File: config.mk
export PLATFORM = sky130hd
export DESIGN_NAME = id_ex
export DESIGN_NICKNAME = d
export VERILOG_FILES = /design/src/rtl/id_ex.sv
export SDC_FILE = /design/constraint.sdc
export NUM_CORES = 1
export LEC_CHECK = 0
export BUFFER_PORTS_ARGS = -buffer_cell sky130_fd_sc_hd__buf_2
export CORE_AREA = 3 3 105 107
export DETAILED_ROUTE_END_ITERATION = 7
export DIE_AREA = 0 0 108 110
export PLACE_DENSITY = 0.79
export SYNTH_ARGS = -nofsm -noshare
export SYNTH_HDL_FRONTEND = slang
export SYNTH_SLANG_ARGS = --single-unit
File: constraint.sdc
create_clock -name i_clk -period 3.6 [get_ports i_clk]
set_clock_uncertainty 0.1 [all_clocks]
set_input_delay 0.72 -clock i_clk [delete_from_list [all_inputs] [get_ports i_clk]]
set_output_delay 0.72 -clock i_clk [all_outputs]
set_load 0.05 [all_outputs]
File: src/rtl/id_ex.sv
// id_ex: decode-to-ALU pipeline register.
// Captures decoded operands, ALU control and destination under a valid/ready
// handshake, resolves EX/MEM forwarding and immediate substitution at capture,
// and presents registered operands straight to the ALU. Stall holds, flush
// injects a bubble (o_ctl = 4'hF, which the ALU turns into a zero result).
//
// Handshake: an instruction transfers from decode at a rising edge when
// i_valid & o_ready. o_ready = ~(i_stall & o_valid) depends only on local
// state and i_stall, never on i_valid, so decode may compute i_valid from
// o_ready without forming a loop. An empty stage always accepts. On the
// output side, o_valid marks the held instruction; while i_stall is high
// the held instruction and all outputs stay frozen.
module id_ex (
  input  logic        i_clk,
  input  logic        i_rst_n,
  input  logic        i_valid,
  output logic        o_ready,
  input  logic [3:0]  i_ctl,
  input  logic [4:0]  i_rs,
  input  logic [4:0]  i_rt,
  input  logic [31:0] i_rs_val,
  input  logic [31:0] i_rt_val,
  input  logic [31:0] i_imm,
  input  logic        i_use_imm,
  input  logic [4:0]  i_rd,
  input  logic        i_wen,
  input  logic        i_stall,
  input  logic        i_flush,
  input  logic        i_fwd_ex_wen,
  input  logic [4:0]  i_fwd_ex_rd,
  input  logic [31:0] i_fwd_ex_val,
  input  logic        i_fwd_mem_wen,
  input  logic [4:0]  i_fwd_mem_rd,
  input  logic [31:0] i_fwd_mem_val,
  output logic        o_valid,
  output logic [31:0] o_op1,
  output logic [31:0] o_op2,
  output logic [3:0]  o_ctl,
  output logic [4:0]  o_rd,
  output logic        o_wen
);

  localparam logic [3:0] CTL_BUBBLE = 4'hF;

  logic        r_valid;
  logic [31:0] r_op1;
  logic [31:0] r_op2;
  logic [3:0]  r_ctl;
  logic [4:0]  r_rd;
  logic        r_wen;

  logic [31:0] w_rs_res;
  logic [31:0] w_rt_res;
  logic [31:0] w_op2;
  logic        w_wen;
  logic        w_hold;

  // A stage is held only when it has something to hold; empty stages accept.
  assign w_hold  = i_stall & r_valid;
  assign o_ready = ~w_hold;

  // Resolve rs: register 0 is hard zero, then EX beats MEM beats register file.
  always_comb begin
    w_rs_res = i_rs_val;
    if (i_rs == 5'd0) begin
      w_rs_res = 32'd0;
    end else if (i_fwd_ex_wen && (i_fwd_ex_rd == i_rs)) begin
      w_rs_res = i_fwd_ex_val;
    end else if (i_fwd_mem_wen && (i_fwd_mem_rd == i_rs)) begin
      w_rs_res = i_fwd_mem_val;
    end
  end

  // Resolve rt with the same priority as rs.
  always_comb begin
    w_rt_res = i_rt_val;
    if (i_rt == 5'd0) begin
      w_rt_res = 32'd0;
    end else if (i_fwd_ex_wen && (i_fwd_ex_rd == i_rt)) begin
      w_rt_res = i_fwd_ex_val;
    end else if (i_fwd_mem_wen && (i_fwd_mem_rd == i_rt)) begin
      w_rt_res = i_fwd_mem_val;
    end
  end

  // Immediate substitution for op2 and suppression of writes to register 0.
  always_comb begin
    w_op2 = i_use_imm ? i_imm : w_rt_res;
    w_wen = i_wen & (i_rd != 5'd0);
  end

  // Stage register: reset/flush/idle load the bubble, stall holds, else capture.
  always_ff @(posedge i_clk) begin
    if (!i_rst_n || i_flush) begin
      r_valid <= 1'b0;
      r_op1   <= 32'd0;
      r_op2   <= 32'd0;
      r_ctl   <= CTL_BUBBLE;
      r_rd    <= 5'd0;
      r_wen   <= 1'b0;
    end else if (w_hold) begin
      r_valid <= r_valid;
      r_op1   <= r_op1;
      r_op2   <= r_op2;
      r_ctl   <= r_ctl;
      r_rd    <= r_rd;
      r_wen   <= r_wen;
    end else if (i_valid) begin
      r_valid <= 1'b1;
      r_op1   <= w_rs_res;
      r_op2   <= w_op2;
      r_ctl   <= i_ctl;
      r_rd    <= i_rd;
      r_wen   <= w_wen;
    end else begin
      r_valid <= 1'b0;
      r_op1   <= 32'd0;
      r_op2   <= 32'd0;
      r_ctl   <= CTL_BUBBLE;
      r_rd    <= 5'd0;
      r_wen   <= 1'b0;
    end
  end

  assign o_valid = r_valid;
  assign o_op1   = r_op1;
  assign o_op2   = r_op2;
  assign o_ctl   = r_ctl;
  assign o_rd    = r_rd;
  assign o_wen   = r_wen;

endmodule
==> results.toml <==
[worst_setup_path]
cp.arrival_ps = 2800
end_kind = "flip-flop"
worstSetupStartpointType = "input port"
path_buf_inv = 2
setup.worst_path.class = "in2reg"
cp_max_fo = 20
worstPathRequired_ps = 3750
critPathSlowestCell = "and3_1"
crit_family = "simple AND/OR/NAND/NOR gates"
crit_chain = "buf_2 -> xor2_1 -> nor4_1 -> and3_1 -> buf_4 -> a221oi_1 -> o32ai_1"
cpPeakStageDelay_ps = 620

[floorplanning]
die_x_um = 108
die_area_um2 = 11880
start_util_pct = 42.17
rows = 37
coreArea_um2 = 10230
dieHeight_um = 110
pin_count = 274

[synthesis]
netlist_instances = 501
synth_ff_type = "dfxtp_1"
syn_area_per_cell_um2 = 8.611
yosysTopAreaCell = "dfxtp_1"
yosys-top-cells-count = "dfxtp_1, nor2_1, nand2_1"
ys_ff_latch = 75
yosysTopAreaCellShare_pct = 34.80
synth_most_common_cell = "dfxtp_1"
synthesis.area_um2 = 4314
synth_edf_count = 0
yosys-top-cells-area = "dfxtp_1, a221oi_2, a221oi_1, o32ai_1, a22oi_1"
synth_nets = 699
synth_cell_types = 32
synth_warnings = 0
async_flop_share_pct = 0
synth_seq_area_share_pct = 34.80

[clocking]
post_cts_buffers = 0
cts_buffers = 9
cts-htree-levels = 3
cts_tree = "built"
ctsResizeCount = 0
worstSkewPairLatency_ps = 330
cts_buffer_depth = 2
cts_sinks = 75
cts-root-buf = "clkbuf_8"
postCtsHoldBufs = 0
path_clk_slew_ps = 80

[route]
vias = 5398
wire_per_inst_um = 20.80
wirelength_um = 18400
drt-initial-drc-count = 626
drc = 0
first_pass_iters = 6
postRouteAntennaNets = 0
vias_per_cell = 6.099

[sta]
max_freq_mhz = 376.9
setup_slack_ps = 946.7
setup_viol = 0
hold_violations = 0
tightest_slew_ps = 942.4
hold_slack_ps = 349.7
rsz0062_at_grt = "false"
slew_violations = 0
fin_crit_sh_pct = 73.70
relSlewSlack_pct = 36.83
post-route-min-period_ps = 2653
finalSetupTns_ps = 0

[global_routing]
grt_usage_pct = 28.84
antenna_found_initial = 3
grt_pass1_vias = 5262
overflow = 0
grt_pass1_wl_um = 26520
grt_max_degree = 44

[power]
power.density_nw_per_um2 = 339.1
cellLeakagePower_nw = 2.562
finalPower_mw = 2.011
ir_drop_v = 0.0001623

[final_layout]
final_util_pct = 57.96
drive_gt1_share_pct = 45.72
synthToLayoutAreaGrowth_pct = 37.44
finalInstanceArea_um2 = 5929
final_cells = 885
nets = 942
num-fill-cells = 928
seq_area_um2 = 1501
multi_input_area_um2 = 2560

[flow_run]
maxCapViolCount = 0

[placed_design]
dp.cells = 869
routabilityCongestion = 0.9174
io_buffers = 273
dp_slack_ps = 657.8
dp_hpwl_um = 13100
placed_area_um2 = 5736

[worst_hold_path]
min_path_type = "reg2reg"

[status]
status = "completed"
## routing by layer
metal	global-route usage, %	up-vias	share of wire [%]	wire (um)
met2	50.18	429	48	8872
met4	16.05	4	4.1	747
met1	32.87	2469	37	6745
met5	0	-	0.15	27
li1	-	2401	-	-
met3	6.348	95	11	2011
## kinds of logic after synthesis
group,after synthesis,share of synthesized area (%)
compound gates,203,37.96
flops,75,34.80
simple gates,146,16.21
buf+inv,57,6.961
xor+xnor,20,4.060
## cells in the final DEF (no fill, tap or decap), types with 2 or more instances in the layout
cell type | synthesis | layout
buf_12 | 3 | 2
clkbuf_8 | 0 | 10
nor3b_1 | 4 | 4
clkinv_2 | 0 | 3
nand3_1 | 8 | 8
nor2_4 | 0 | 3
and3_1 | 2 | 2
nor3_2 | 0 | 2
nor3_1 | 4 | 2
a21oi_1 | 6 | 6
o21ai_0 | 38 | 38
xnor2_1 | 14 | 14
and2_1 | 33 | 32
dfxtp_1 | 75 | 75
xor2_1 | 6 | 6
nand2_1 | 42 | 42
a22oi_1 | 32 | 32
o32ai_1 | 32 | 32
nor2_1 | 43 | 40
nand4_1 | 2 | 2
a221oi_2 | 29 | 29
o21ai_1 | 31 | 30
inv_1 | 2 | 2
a221oi_1 | 35 | 35
buf_4 | 0 | 12
buf_2 | 6 | 273
## worst reg2reg max path, delay by kind of cell (launching register included)
| kind | cells | cell delay [ps] |
|---|---|---|
| DFF | 1 | 320 |
| buffers and inverters | 2 | 460 |
| and+or+nand+nor | 3 | 1010 |
| AOI/OAI and AO/OA | 2 | 310 |
## worst paths after layout
| kind | from | end | slack, ps | cells after the start |
|---|---|---|---|---|
| setup / recovery | i_rt[3] | o_op2[31] | 950 | 7 |
| hold / removal | o_op1[30] | o_op1[30] | 350 | 2 |
| setup reg to reg | o_valid | o_op1[4] | 1340 | 7 |
| hold reg to reg | o_op1[30] | o_op1[30] | 350 | 2 |
## layout make-up
class | instances | share of cell area (%)
multi-input combinational | 369 | 43.17
sequential | 75 | 25.32
timing repair buffer | 287 | 25.24
tap | 136 | 2.870
clock buffer | 10 | 2.321
clock inverter | 5 | 0.9074
inverter | 2 | 0.1266
antenna | 1 | 0.04220
## report_power, final
part	total (mW)	switching, mW	internal [mW]
registers	0.871	0.0151	0.856
clock network	0.652	0.319	0.333
logic	0.487	0.292	0.195
total	2.01	0.626	1.38
## state kept, by name (all words and copies together), names as in the netlist
name,cells
o_wen,1
o_rd,5
o_valid,1
o_ctl,4
o_op1,32
o_op2,32
(Power assumes the default switching activity.)
